`config.mk`:
```
export PLATFORM = sky130hd
export DESIGN_NAME = snake_game_sequencer
export DESIGN_NICKNAME = d
export VERILOG_FILES = /design/src/rtl/snake_game_sequencer_pkg.sv /design/src/rtl/snake_game_sequencer_bcd_score_counter.sv /design/src/rtl/snake_game_sequencer.sv
export SDC_FILE = /design/constraint.sdc
export NUM_CORES = 1
export LEC_CHECK = 0
export BUFFER_PORTS_ARGS = -buffer_cell sky130_fd_sc_hd__buf_2
export CORE_MARGIN = 2
export CORE_UTILIZATION = 46
export DETAILED_ROUTE_END_ITERATION = 16
export HOLD_SLACK_MARGIN = 0.05
export PLACE_DENSITY = 0.72
export RECOVER_POWER = 25
export SYNTH_ARGS = -nofsm -noshare
export SYNTH_HDL_FRONTEND = slang
export SYNTH_SLANG_ARGS = --single-unit
```
`constraint.sdc`:
```
create_clock -name Clock -period 3.3 [get_ports Clock]
set_clock_uncertainty 0.1 [all_clocks]
set_input_delay 0.495 -clock Clock [delete_from_list [all_inputs] [get_ports Clock]]
set_output_delay 0.495 -clock Clock [all_outputs]
set_load 0.03 [all_outputs]
```
`src/rtl/snake_game_sequencer_pkg.sv`:
```
// Shared constants for the snake game controller: public state/direction codes,
// grid defaults, the internal FSM encoding and a direction helper.
package snake_game_sequencer_pkg;

    localparam int BITS_PER_DIR = 2;
    localparam int DEF_GRID_WIDTH  = 32;
    localparam int DEF_GRID_HEIGHT = 24;

    localparam logic [1:0] STATE_DEAD  = 2'd0;
    localparam logic [1:0] STATE_PLAY  = 2'd1;
    localparam logic [1:0] STATE_PAUSE = 2'd2;

    // Opposite directions share bit 1 and differ only in bit 0.
    localparam logic [BITS_PER_DIR-1:0] DIR_UP    = 2'd0;
    localparam logic [BITS_PER_DIR-1:0] DIR_DOWN  = 2'd1;
    localparam logic [BITS_PER_DIR-1:0] DIR_LEFT  = 2'd2;
    localparam logic [BITS_PER_DIR-1:0] DIR_RIGHT = 2'd3;

    typedef enum logic [2:0] {
        S_DEAD  = 3'd0,
        S_INIT  = 3'd1,
        S_WAIT  = 3'd2,
        S_CALC  = 3'd3,
        S_CHECK = 3'd4,
        S_STEP  = 3'd5,
        S_PAUSE = 3'd6
    } fsm_state_e;

    function automatic logic is_reverse(input logic [BITS_PER_DIR-1:0] a,
                                        input logic [BITS_PER_DIR-1:0] b);
        return (a[1] == b[1]) && (a[0] != b[0]);
    endfunction

endpackage

```
`src/rtl/snake_game_sequencer_bcd_score_counter.sv`:
```
// Four-digit BCD score: synchronous clear, ripple increment, sticks at 9999.
module bcd_score_counter (
    input  logic        clk,
    input  logic        rst_n,
    input  logic        clr,
    input  logic        inc,
    output logic [15:0] score
);

    logic [15:0] score_q, score_d;
    logic        carry;
    logic [3:0]  digit;

    always_comb begin
        score_d = score_q;
        carry   = 1'b1;
        digit   = 4'd0;
        if (clr) begin
            score_d = 16'h0000;
        end else if (inc && (score_q != 16'h9999)) begin
            for (int i = 0; i < 4; i++) begin
                digit = score_q[4*i +: 4];
                if (carry) begin
                    if (digit == 4'd9) begin
                        score_d[4*i +: 4] = 4'd0;
                    end else begin
                        score_d[4*i +: 4] = digit + 4'd1;
                        carry             = 1'b0;
                    end
                end
            end
        end
    end

    always_ff @(posedge clk) begin
        if (!rst_n) score_q <= 16'h0000;
        else        score_q <= score_d;
    end

    assign score = score_q;

endmodule

```
`src/rtl/snake_game_sequencer.sv`:
```
// Game controller: DEAD/PLAY/PAUSE sequencing, direction latching, next-head
// computation and the move/grow/clear handshakes towards the body datapath.
module snake_game_sequencer
    import snake_game_sequencer_pkg::*;
#(
    parameter int  GRID_WIDTH  = DEF_GRID_WIDTH,
    parameter int  GRID_HEIGHT = DEF_GRID_HEIGHT,
    parameter int  WALL_WRAP   = 0,
    localparam int XW = $clog2(GRID_WIDTH),
    localparam int YW = $clog2(GRID_HEIGHT)
) (
    input  logic          Clock,
    input  logic          ResetN,
    input  logic          GameTick,
    input  logic          LeftPressed,
    input  logic          RightPressed,
    input  logic          UpPressed,
    input  logic          DownPressed,
    input  logic          CenterPressed,
    input  logic [XW-1:0] HeadX,
    input  logic [YW-1:0] HeadY,
    input  logic [XW-1:0] FoodX,
    input  logic [YW-1:0] FoodY,
    input  logic          BodyHit,
    input  logic          StepAck,
    output logic [1:0]    State,
    output logic [1:0]    Dir,
    output logic [XW-1:0] NextX,
    output logic [YW-1:0] NextY,
    output logic          StepReq,
    output logic          StepGrow,
    output logic          ClearReq,
    output logic          FoodReq,
    output logic [15:0]   ScoreBcd,
    output logic          SegEnable,
    output logic [2:0]    DbgFsmState
);

    fsm_state_e fsm_q, fsm_d;
    logic [1:0] state_q, state_d;
    logic [BITS_PER_DIR-1:0] dir_q, dir_d, pend_dir_q, pend_dir_d;
    logic [BITS_PER_DIR-1:0] arrow_dir, ref_dir;
    logic       arrow_any;
    logic [XW-1:0] next_x_q, next_x_d, cand_x;
    logic [YW-1:0] next_y_q, next_y_d, cand_y;
    logic       wall_hit;
    logic       step_req_q, step_req_d, step_grow_q, step_grow_d;
    logic       clear_req_q, clear_req_d, food_req_q, food_req_d;
    logic       score_inc, score_clr;
    logic [15:0] score;

    // Candidate head one cell along the pending direction, with edge detection.
    always_comb begin
        cand_x   = HeadX;
        cand_y   = HeadY;
        wall_hit = 1'b0;
        case (pend_dir_q)
            DIR_UP: begin
                if (HeadY == '0) begin wall_hit = 1'b1; cand_y = YW'(GRID_HEIGHT - 1); end
                else cand_y = HeadY - YW'(1);
            end
            DIR_DOWN: begin
                if (HeadY == YW'(GRID_HEIGHT - 1)) begin wall_hit = 1'b1; cand_y = '0; end
                else cand_y = HeadY + YW'(1);
            end
            DIR_LEFT: begin
                if (HeadX == '0) begin wall_hit = 1'b1; cand_x = XW'(GRID_WIDTH - 1); end
                else cand_x = HeadX - XW'(1);
            end
            default: begin
                if (HeadX == XW'(GRID_WIDTH - 1)) begin wall_hit = 1'b1; cand_x = '0; end
                else cand_x = HeadX + XW'(1);
            end
        endcase
    end

    // Step/clear handshake: the request is a level that stays asserted with its
    // qualifiers stable until the datapath answers with a one-cycle StepAck.
    always_comb begin
        fsm_d       = fsm_q;
        dir_d       = dir_q;
        pend_dir_d  = pend_dir_q;
        next_x_d    = next_x_q;
        next_y_d    = next_y_q;
        step_req_d  = step_req_q;
        step_grow_d = step_grow_q;
        clear_req_d = clear_req_q;
        food_req_d  = 1'b0;
        state_d     = state_q;

        arrow_any = UpPressed | DownPressed | LeftPressed | RightPressed;
        if (UpPressed)        arrow_dir = DIR_UP;
        else if (DownPressed) arrow_dir = DIR_DOWN;
        else if (LeftPressed) arrow_dir = DIR_LEFT;
        else                  arrow_dir = DIR_RIGHT;
        ref_dir = (fsm_q == S_CALC) ? pend_dir_q : dir_q;
        if (arrow_any && (fsm_q == S_WAIT || fsm_q == S_CALC) && !is_reverse(arrow_dir, ref_dir))
            pend_dir_d = arrow_dir;

        case (fsm_q)
            S_DEAD: if (CenterPressed) begin
                fsm_d       = S_INIT;
                clear_req_d = 1'b1;
                dir_d       = DIR_RIGHT;
                pend_dir_d  = DIR_RIGHT;
            end
            S_INIT: if (StepAck) begin
                clear_req_d = 1'b0;
                fsm_d       = S_WAIT;
            end
            S_WAIT: begin
                if (CenterPressed)  fsm_d = S_PAUSE;
                else if (GameTick)  fsm_d = S_CALC;
            end
            S_CALC: begin
                dir_d = pend_dir_q;
                if (wall_hit && (WALL_WRAP == 0)) begin
                    fsm_d = S_DEAD;
                end else begin
                    next_x_d = cand_x;
                    next_y_d = cand_y;
                    fsm_d    = S_CHECK;
                end
            end
            S_CHECK: begin
                if (BodyHit) begin
                    fsm_d = S_DEAD;
                end else begin
                    step_req_d  = 1'b1;
                    step_grow_d = (next_x_q == FoodX) && (next_y_q == FoodY);
                    fsm_d       = S_STEP;
                end
            end
            S_STEP: if (StepAck) begin
                step_req_d  = 1'b0;
                step_grow_d = 1'b0;
                food_req_d  = step_grow_q;
                fsm_d       = S_WAIT;
            end
            S_PAUSE: if (CenterPressed) fsm_d = S_WAIT;
            default: fsm_d = S_DEAD;
        endcase

        case (fsm_d)
            S_DEAD:  state_d = STATE_DEAD;
            S_PAUSE: state_d = STATE_PAUSE;
            default: state_d = STATE_PLAY;
        endcase
    end

    always_ff @(posedge Clock) begin
        if (!ResetN) begin
            fsm_q       <= S_DEAD;
            state_q     <= STATE_DEAD;
            dir_q       <= DIR_RIGHT;
            pend_dir_q  <= DIR_RIGHT;
            next_x_q    <= '0;
            next_y_q    <= '0;
            step_req_q  <= 1'b0;
            step_grow_q <= 1'b0;
            clear_req_q <= 1'b0;
            food_req_q  <= 1'b0;
        end else begin
            fsm_q       <= fsm_d;
            state_q     <= state_d;
            dir_q       <= dir_d;
            pend_dir_q  <= pend_dir_d;
            next_x_q    <= next_x_d;
            next_y_q    <= next_y_d;
            step_req_q  <= step_req_d;
            step_grow_q <= step_grow_d;
            clear_req_q <= clear_req_d;
            food_req_q  <= food_req_d;
        end
    end

    assign score_inc = (fsm_q == S_STEP) && StepAck && step_grow_q;
    assign score_clr = (fsm_q == S_DEAD) && CenterPressed;

    bcd_score_counter u_score (
        .clk   (Clock),
        .rst_n (ResetN),
        .clr   (score_clr),
        .inc   (score_inc),
        .score (score)
    );

    // Requests are gated by ResetN so an abort is visible before the reset edge.
    assign StepReq     = step_req_q & ResetN;
    assign ClearReq    = clear_req_q & ResetN;
    assign FoodReq     = food_req_q & ResetN;
    assign StepGrow    = step_grow_q;
    assign State       = state_q;
    assign Dir         = dir_q;
    assign NextX       = next_x_q;
    assign NextY       = next_y_q;
    assign ScoreBcd    = score;
    assign SegEnable   = !((state_q == STATE_DEAD) && (score == 16'h0000));
    assign DbgFsmState = fsm_q;

endmodule

```
==> results.json, run 1 <==
{
  "ys_ff_latch": 39,
  "cpLargestDelayFamily": "simple AND/OR/NAND/NOR gates",
  "layout-drive-gt1-share_pct": 20.36,
  "cts_root_buf": "clkbuf_8",
  "final_core_util_pct": 56.36,
  "hold_viol": 0,
  "htree_levels": 2,
  "ios": 68,
  "cp.required_ps": 3380,
  "antenna_found_initial": 0,
  "synth_top_family_by_area": "simple AND/OR/NAND/NOR gates",
  "seqPwrFrac_pct": 46.6,
  "synthSimpleGateAreaFrac_pct": 31.02,
  "hold_buffers": 0,
  "wire_per_inst_um": 13.88,
  "synth-edff-count": 0,
  "multi_input_area_mm2": 0.001689,
  "yosysSeqAreaShare_pct": 30.10,
  "syn-num-nets": 363,
  "synthMuxAreaShare_pct": 4.293,
  "synth_flop_cell": "dfxtp_1",
  "combPwrFrac_pct": 16.9,
  "power_frac_clock_pct": 36.4,
  "ys_types": 65,
  "cts_tree": "yes",
  "fmax_mhz": 408.0,
  "synth.avg_cell_area_um2": 7.956,
  "die_x_um": 79.09,
  "fill_cells": 559,
  "postRouteWirelength_mm": 6.387,
  "clkTransAtPathRegs_ps": 80,
  "first_pass_iters": 4,
  "dr_total_vias": 2563,
  "intPower_uw": 775.6,
  "cts-resized-gates": 0,
  "via_per_inst": 5.572,
  "n_antenna_cell": 0,
  "period_share_pct": 74.27,
  "crit_path_end": "u_score.score[7]",
  "synth-xor-area-share_pct": 6.078,
  "critical_path_depth": 4,
  "syn_area_mm2": 0.002594,
  "critPathLaunchType": "register",
  "area_delta_synth_final_pct": 18.91,
  "grt_setup_unrepaired": "no",
  "ant_nets": 0,
  "tns_ps": 0,
  "max_slew.worst_pin.slew_ps": 493.6,
  "rrSetupSlack_ps": 850,
  "r2r_cells": 4,
  "p_sw_share_pct": 27.15,
  "synthAdderAreaFrac_pct": 3.377,
  "fin_crit_ps": 2451,
  "hold_class": "reg -> reg",
  "cts_setup_buffers": 0,
  "grt_busiest_layer": "met2",
  "io_buffer_count": 67,
  "place_congestion": 0.8581,
  "cts.sinks": 39,
  "critPathMaxStageDelay_ps": 660,
  "worstPathCellList": "nand2b_1 -> or2_2 -> or4_1 -> a311o_1",
  "grt_usage_pct": 21.37,
  "synth-compound-area-share_pct": 19.92,
  "num_rows": 27,
  "grt_pass1_vias": 2335,
  "slew-limit-headroom_pct": 67.05,
  "critPathLaunch": "DbgFsmState[2]",
  "yosys_warnings": 0,
  "critPathKind": "reg -> reg",
  "crit_path_end_kind": "register",
  "powerDensity_mw_per_mm2": 345.2,
  "r2r-start": "DbgFsmState[2]",
  "critPathBufInv": 0,
  "start_util_pct": 47.39,
  "use_met2_pct": 34.07,
  "grtUsageMet3_pct": 4.432,
  "ff_latch_area_um2": 780.7,
  "core_mm2": 0.005473,
  "status": "complete, no violations",
  "async_flop_share_pct": 0,
  "grtUsageMet1_pct": 28.98,
  "grt_start_max_net_pins": 17,
  "die_y_um": 79.09,
  "hpwlAfterDp_mm": 4.841,
  "clk_latency_ps": 290,
  "irDropWorstVdd_uv": 160.4,
  "die_area_mm2": 0.006255,
  "cp_slowest_cell": "or4_1",
  "drv_slew": 0,
  "worstPathArrival_ps": 2530,
  "path_max_fanout": 15,
  "max_cap_viol_count": 0,
  "p_sw_uw": 289.1,
  "worst_r2r_endpoint": "u_score.score[7]",
  "finalSetupViolCount": 0,
  "power_leakage_nw": 1.238,
  "ctsLongestPathBuffers": 2,
  "netlist_instances": 326,
  "drt_iter0_markers": 96,
  "cts_made_buffers": 5,
  "drc": 0,
  "grt_pass1_wl_mm": 10.91,
  "fin_nets": 425,
  "grt_overflow": 0
}
cell families (layout without fill, tap and decap cells):
group | Yosys count | in the layout
simple gates | 138 | 138
compound gates | 79 | 79
flops | 39 | 39
buf+inv | 34 | 96
xor+xnor | 18 | 18
mux | 11 | 11
fa+ha+maj | 7 | 7
worst min-delay path by stage:
stage	slack (ps)	cells past startpoint	startpoint	end
floorplan	340	2	step_req_q	step_req_q
global placement	360	2	step_req_q	step_req_q
detailed placement	370	2	step_req_q	step_req_q
CTS	380	2	step_req_q	step_req_q
global route	430	2	NextY[3]	NextY[3]
finish	380	2	step_req_q	step_req_q
power groups by stage:
stage / sequential, mW / combinational [mW] / clock, mW
after floorplan: 0.515 / 0.109 / 0
after global placement: 0.507 / 0.180 / 0
after detailed placement: 0.507 / 0.182 / 0
after CTS: 0.496 / 0.183 / 0.396
after global routing: 0.500 / 0.201 / 0.415
final: 0.497 / 0.180 / 0.388
layer usage:
metal,vias to the layer above,routed length [um]
met1,1196,2982
met4,0,104
met5,-,0
met2,60,3038
met3,9,261
li1,1298,-
cell type report:
cell class | count | share of cell area [%]
Multi-Input combinational cell | 253 | 54.77
Inverter | 16 | 1.947
Clock inverter | 1 | 0.9736
Clock buffer | 6 | 2.353
Timing Repair Buffer | 73 | 11.72
Sequential cell | 39 | 25.31
Tap cell | 72 | 2.921
Yosys cell counts (all sizes together) (5+ instances only):
master / instances / area, um^2
ha: 7 / 87.58
inv: 16 / 60.06
nand2b: 7 / 46.30
xnor2: 14 / 122.6
dfxtp: 39 / 780.8
nand3: 14 / 75.07
nor2b: 9 / 56.30
o21ai: 23 / 115.1
nor3: 5 / 30.03
nor2: 33 / 123.9
a21oi: 18 / 97.60
nand2: 23 / 88.84
buf: 6 / 30.03
clkbuf: 12 / 45.04
a31oi: 7 / 43.79
mux2i: 10 / 100.1
or4: 5 / 41.29
or3: 6 / 37.54
cells in the final DEF, fill, tap and decap left out, drive strengths merged, types with 4 or more instances in the layout:
cell type / count
inv: 16
nand2: 23
nand2b: 7
nor2: 33
nor2b: 9
nor4: 4
nor3: 5
mux2i: 10
ha: 7
clkbuf: 21
or3: 6
nand4: 4
buf: 58
nand3: 14
nand3b: 4
or4: 5
a21oi: 18
dfxtp: 39
and2: 4
a31oi: 7
xor2: 4
xnor2: 14
o21ai: 23
metrics by stage:
step / hold WS [ps] / total power [mW] / setup WS, ps / instance area, um^2 / std cells
2_1_floorplan: 344.9 / 0.6241 / 964.4 / 2594 / 326
3_3_place_gp: 359.7 / 0.6872 / 787.5 / 3000 / 453
3_5_place_dp: 365.1 / 0.6893 / 723.2 / 3000 / 453
4_1_cts: 375.0 / 1.075 / 856.2 / 3103 / 460
5_1_grt: 426.2 / 1.115 / 730.1 / 3084 / 460
6_report: 377.3 / 1.065 / 849.0 / 3084 / 460
flip-flops by register name (all words and copies together) (netlist names):
| signal | flops |
|---|---|
| DbgFsmState | 3 |
| Dir | 2 |
| NextX | 5 |
| NextY | 5 |
| State | 2 |
| StepGrow | 1 |
| clear_req_q | 1 |
| food_req_q | 1 |
| pend_dir_q | 2 |
| step_req_q | 1 |
| u_score.score | 16 |
worst min-delay path, delay by kind of cell, from the launching register on:
kind / cells / cell delay (ps)
compound gates: 1 / 60
flops: 1 / 320
simple gates: 1 / 50
Note: power is estimated with default switching activity, not from simulation.
==> run 2: changes to the inputs <==
clock period = 2.55 ns   (was 3.3 ns; I/O delays follow)
==> run 2 against run 1 <==
  * Maximum frequency increased by 10%
  * Critical path depth increased by 1
  * Sequential cell count unchanged
  * Non-clock buffer count increased by 4
  * First-iteration DRC count increased by 1.0%
  * Core utilization increased by 0.46 points
==> results.json, run 2 (synthesis results as in run 1) <==
{
  "status": "complete, no violations",
  "slew-limit-headroom_pct": 60.73,
  "rrSetupSlack_ps": 320,
  "finalSetupViolCount": 0,
  "die_x_um": 79.09,
  "clkTransAtPathRegs_ps": 80,
  "htree_levels": 2,
  "ant_nets": 0,
  "io_buffer_count": 67,
  "worstPathArrival_ps": 2360,
  "period_share_pct": 87.29,
  "ctsLongestPathBuffers": 2,
  "drc": 0,
  "cts-resized-gates": 0,
  "die_area_mm2": 0.006255,
  "grt_usage_pct": 20.85,
  "grt_pass1_vias": 2352,
  "postRouteWirelength_mm": 6.353,
  "cts_tree": "yes",
  "final.setup.worst_slack_ps": 324.2,
  "grt_setup_unrepaired": "no",
  "hold_class": "in -> reg",
  "largest_reg_flops": 16,
  "powerDensity_mw_per_mm2": 421.4,
  "num_rows": 27,
  "cts_setup_buffers": 0,
  "max_slew.worst_pin.slew_ps": 589.0,
  "r2r-start": "u_score.score[2]",
  "clk_latency_ps": 290,
  "pre_cts_ws_ps": 95.94,
  "cts_root_buf": "clkbuf_8",
  "fmax_mhz": 449.3,
  "core_mm2": 0.005473,
  "cts.sinks": 39,
  "dp_cells": 457,
  "cts_made_buffers": 5,
  "power_leakage_nw": 1.256,
  "hpwlAfterDp_mm": 4.857,
  "fin_crit_ps": 2226,
  "hold_slack_ps": 302.7,
  "final_common_cell": "buf_2",
  "r2r_cells": 5,
  "fin_nets": 429,
  "dr_total_vias": 2600,
  "grt_overflow": 0,
  "irDropWorstVdd_uv": 221.7,
  "ios": 68,
  "antenna_found_initial": 0,
  "grt_pass1_wl_mm": 10.61,
  "area_delta_synth_final_pct": 19.87,
  "cp.required_ps": 2690,
  "hold_viol": 0,
  "mostFrequentLayoutCells": "buf_2, dfxtp_1, nor2_1, nand2_1, o21ai_0",
  "drv_slew": 0,
  "first_pass_iters": 4,
  "tns_ps": 0,
  "hold_buffers": 0,
  "hold_path_depth": 4,
  "path_max_fanout": 7,
  "worst_r2r_endpoint": "u_score.score[9]",
  "grt_start_max_net_pins": 23,
  "n_antenna_cell": 0,
  "max_cap_viol_count": 0,
  "via_per_inst": 5.603,
  "start_util_pct": 47.39,
  "wire_per_inst_um": 13.69,
  "critPathLaunchType": "register",
  "place_congestion": 0.8435,
  "layout-drive-gt1-share_pct": 21.68,
  "holdCritStartpoint": "FoodX[3]",
  "hold_end": "StepGrow",
  "drt_iter0_markers": 97,
  "stdcell_count": 464,
  "die_y_um": 79.09,
  "critPathKind": "reg -> reg",
  "crit_path_end_kind": "register"
}
run 2: cell types whose count changed in the layout (fill, tap and decap cells not counted), sizes merged:
cell / delta
buf: +4
bufinv: -1
clkinv: +1
run 2: where the power goes:
part	leakage, nW	internal, mW	switching [mW]
clock network	0.0470	0.212	0.215
logic	0.893	0.0978	0.149
registers	0.316	0.623	0.0129
total	1.26	0.933	0.377
run 2: layout make-up:
| cell class | instances | area [um^2] |
|---|---|---|
| multi-input cells | 253 | 1689 |
| inverters | 16 | 60.06 |
| repair buffers | 77 | 401.6 |
| fillers | 543 | 2364 |
| clock buffers | 6 | 82.58 |
| flip-flops and latches | 39 | 780.7 |
| well taps | 72 | 90.09 |
| clock inverters | 1 | 5.005 |
run 2: per-stage QoR:
stage	utilization, %	power, mW	cell area (um^2)
final	56.81	1.310	3109
after global routing	56.81	1.375	3109
after CTS	57.20	1.323	3131
after detailed placement	55.60	0.8981	3043
after global placement	55.60	0.8937	3043
after floorplan	-	0.8076	2594
run 2: worst max-delay path, stage by stage (launching register included):
cell and delay (ps):
dfxtp_1 370, or4_4 570, nor4b_4 480, nand2_2 140, or3_1 380, a21oi_2 130
run 2: worst max path at each step:
stage / from / endpoint / slack (ps)
6_report: u_score.score[2] / u_score.score[9] / 320
5_1_grt: u_score.score[1] / u_score.score[9] / 190
4_1_cts: u_score.score[1] / u_score.score[9] / 320
3_5_place_dp: HeadY[0] / State[0] / 100
3_3_place_gp: HeadY[0] / State[0] / 180
2_1_floorplan: u_score.score[9] / u_score.score[7] / 250
run 2: routing by layer:
metal  up-vias  GRT usage (%)  share of wire [%]
li1       1318              -                  -
met1      1199          26.84                 47
met2        77          36.27                 47
met3         6          3.977                5.1
met4         0          4.310                1.0
met5         -              0                  0
==> run 3: changes to the inputs <==
PLACE_DENSITY = 0.77   (was 0.72)
==> run 3 against run 2 <==
  * First-iteration DRC count increased by 16%
  * Sequential cell count unchanged
  * Register-to-register slack got worse by 30 ps
  * Core utilization decreased by 0.37 points
  * Critical path depth is 1 higher
  * Non-clock buffer count up 1
  * Final cell count is the same
  * Count of clock-buffer cells in the layout did not move
  * Highest routed layer unchanged
  * Worst hold slack improved by 8.8 ps
  * Global-route usage grew 0.80 points
==> results.json, run 3 (synthesis results as in run 1) <==
{
  "status": "complete, no violations",
  "final_common_cell": "buf_2",
  "grt_overflow": 0,
  "fill_cells": 534,
  "critPathLaunchType": "register",
  "hold_viol": 0,
  "ios": 68,
  "place_congestion": 0.9248,
  "drt_iter0_markers": 113,
  "grt_start_max_net_pins": 17,
  "clk_latency_ps": 290,
  "start_util_pct": 47.39,
  "cts_tree": "yes",
  "die_area_mm2": 0.006255,
  "n_antenna_cell": 0,
  "ant_nets": 0,
  "first_pass_iters": 4,
  "finalSetupViolCount": 0,
  "htree_levels": 2,
  "critPathKind": "reg -> reg",
  "fin_crit_ps": 2258,
  "wire_per_inst_um": 14.04,
  "cts_setup_buffers": 0,
  "dr_total_vias": 2646,
  "area_delta_synth_final_pct": 19.10,
  "dp_cells": 458,
  "stdcell_count": 464,
  "drc": 0,
  "slew-limit-headroom_pct": 61.43,
  "hold_buffers": 0,
  "clkTransAtPathRegs_ps": 70,
  "mostFrequentLayoutCells": "buf_2, dfxtp_1, nor2_1, nand2_1, o21ai_0",
  "antenna_found_initial": 0,
  "grt_pass1_wl_mm": 10.89,
  "ctsLongestPathBuffers": 2,
  "fmax_mhz": 442.9,
  "cts-resized-gates": 0,
  "path_max_fanout": 14,
  "grt_usage_pct": 21.65,
  "cts_made_buffers": 5,
  "max_cap_viol_count": 0,
  "worstPathCellList": "clkbuf_1 -> nand3b_1 -> nor4_2 -> buf_4 -> nor2_1 -> a311oi_1",
  "largest_reg_flops": 16,
  "max_slew.worst_pin.slew_ps": 577.8,
  "irDropWorstVdd_uv": 206.8,
  "power_leakage_nw": 1.253,
  "grt_pass1_vias": 2393,
  "powerDensity_mw_per_mm2": 413.0,
  "tns_ps": 0,
  "critPathMaxStageDelay_ps": 450,
  "io_buffer_count": 67,
  "die_y_um": 79.09,
  "cp_slowest_cell": "nand3b_1",
  "cpLargestDelayFamily": "simple AND/OR/NAND/NOR gates",
  "hold_class": "in -> reg",
  "via_per_inst": 5.703,
  "cts.sinks": 39,
  "grt_setup_unrepaired": "no",
  "crit_path_end_kind": "register",
  "layout-drive-gt1-share_pct": 21.43,
  "postRouteWirelength_mm": 6.513,
  "worstPathArrival_ps": 2350,
  "cp.required_ps": 2640,
  "fin_nets": 430,
  "cts_root_buf": "clkbuf_8",
  "critPathBufInv": 2,
  "drv_slew": 0,
  "num_rows": 27,
  "hpwlAfterDp_mm": 4.991,
  "period_share_pct": 88.55,
  "die_x_um": 79.09,
  "core_mm2": 0.005473
}
-- run 3: through the flow --
| stage | total power [mW] | worst slack (ps) | util [%] | cell area, um^2 | hold WS, ps |
|---|---|---|---|---|---|
| 2_1_floorplan | 0.8076 | 248.4 | - | 2594 | 344.9 |
| 3_3_place_gp | 0.8926 | 180.0 | 55.51 | 3038 | 355.1 |
| 3_5_place_dp | 0.8983 | 69.40 | 55.51 | 3038 | 376.7 |
| 4_1_cts | 1.285 | 312.5 | 56.84 | 3110 | 307.8 |
| 5_1_grt | 1.337 | 156.8 | 56.45 | 3089 | 315.6 |
| 6_report | 1.276 | 292.0 | 56.45 | 3089 | 311.5 |
-- run 3: worst min-delay path, cell delays in order --
cell     delay, ps
buf_2           80
xnor2_1         50
nand4_1         80
a21oi_1         60
-- run 3: path summary, 6_finish.rpt --
path / cells past startpoint / slack, ps / endpoint / start
min: 4 / 310 / StepGrow / FoodX[3]
min reg2reg: 2 / 390 / step_req_q / step_req_q
max: 6 / 290 / NextX[2] / DbgFsmState[2]
max reg2reg: 6 / 290 / NextX[2] / DbgFsmState[2]
-- run 3: cell type report --
cell class                 count  area [um^2]  share of cell area (%)
sequential                    39        780.7                   25.27
tap                           72        90.09                   2.916
inverter                      16        60.06                   1.944
clock buffer                   6        72.57                   2.349
timing repair buffer          78        396.6                   12.84
multi-input combinational    253         1689                   54.68
-- run 3: power breakdown --
group	switching, mW	internal [mW]
Sequential	0.0137	0.623
Clock	0.210	0.183
Combinational	0.149	0.0971
-- run 3: metal layers --
| metal | GRT usage, % | vias up | share of wire (%) |
|---|---|---|---|
| met2 | 37.29 | 96 | 48 |
| met5 | 0 | - | 0 |
| met4 | 6.552 | 0 | 1.4 |
| met1 | 27.45 | 1227 | 44 |
| li1 | - | 1315 | - |
| met3 | 3.977 | 8 | 6.0 |
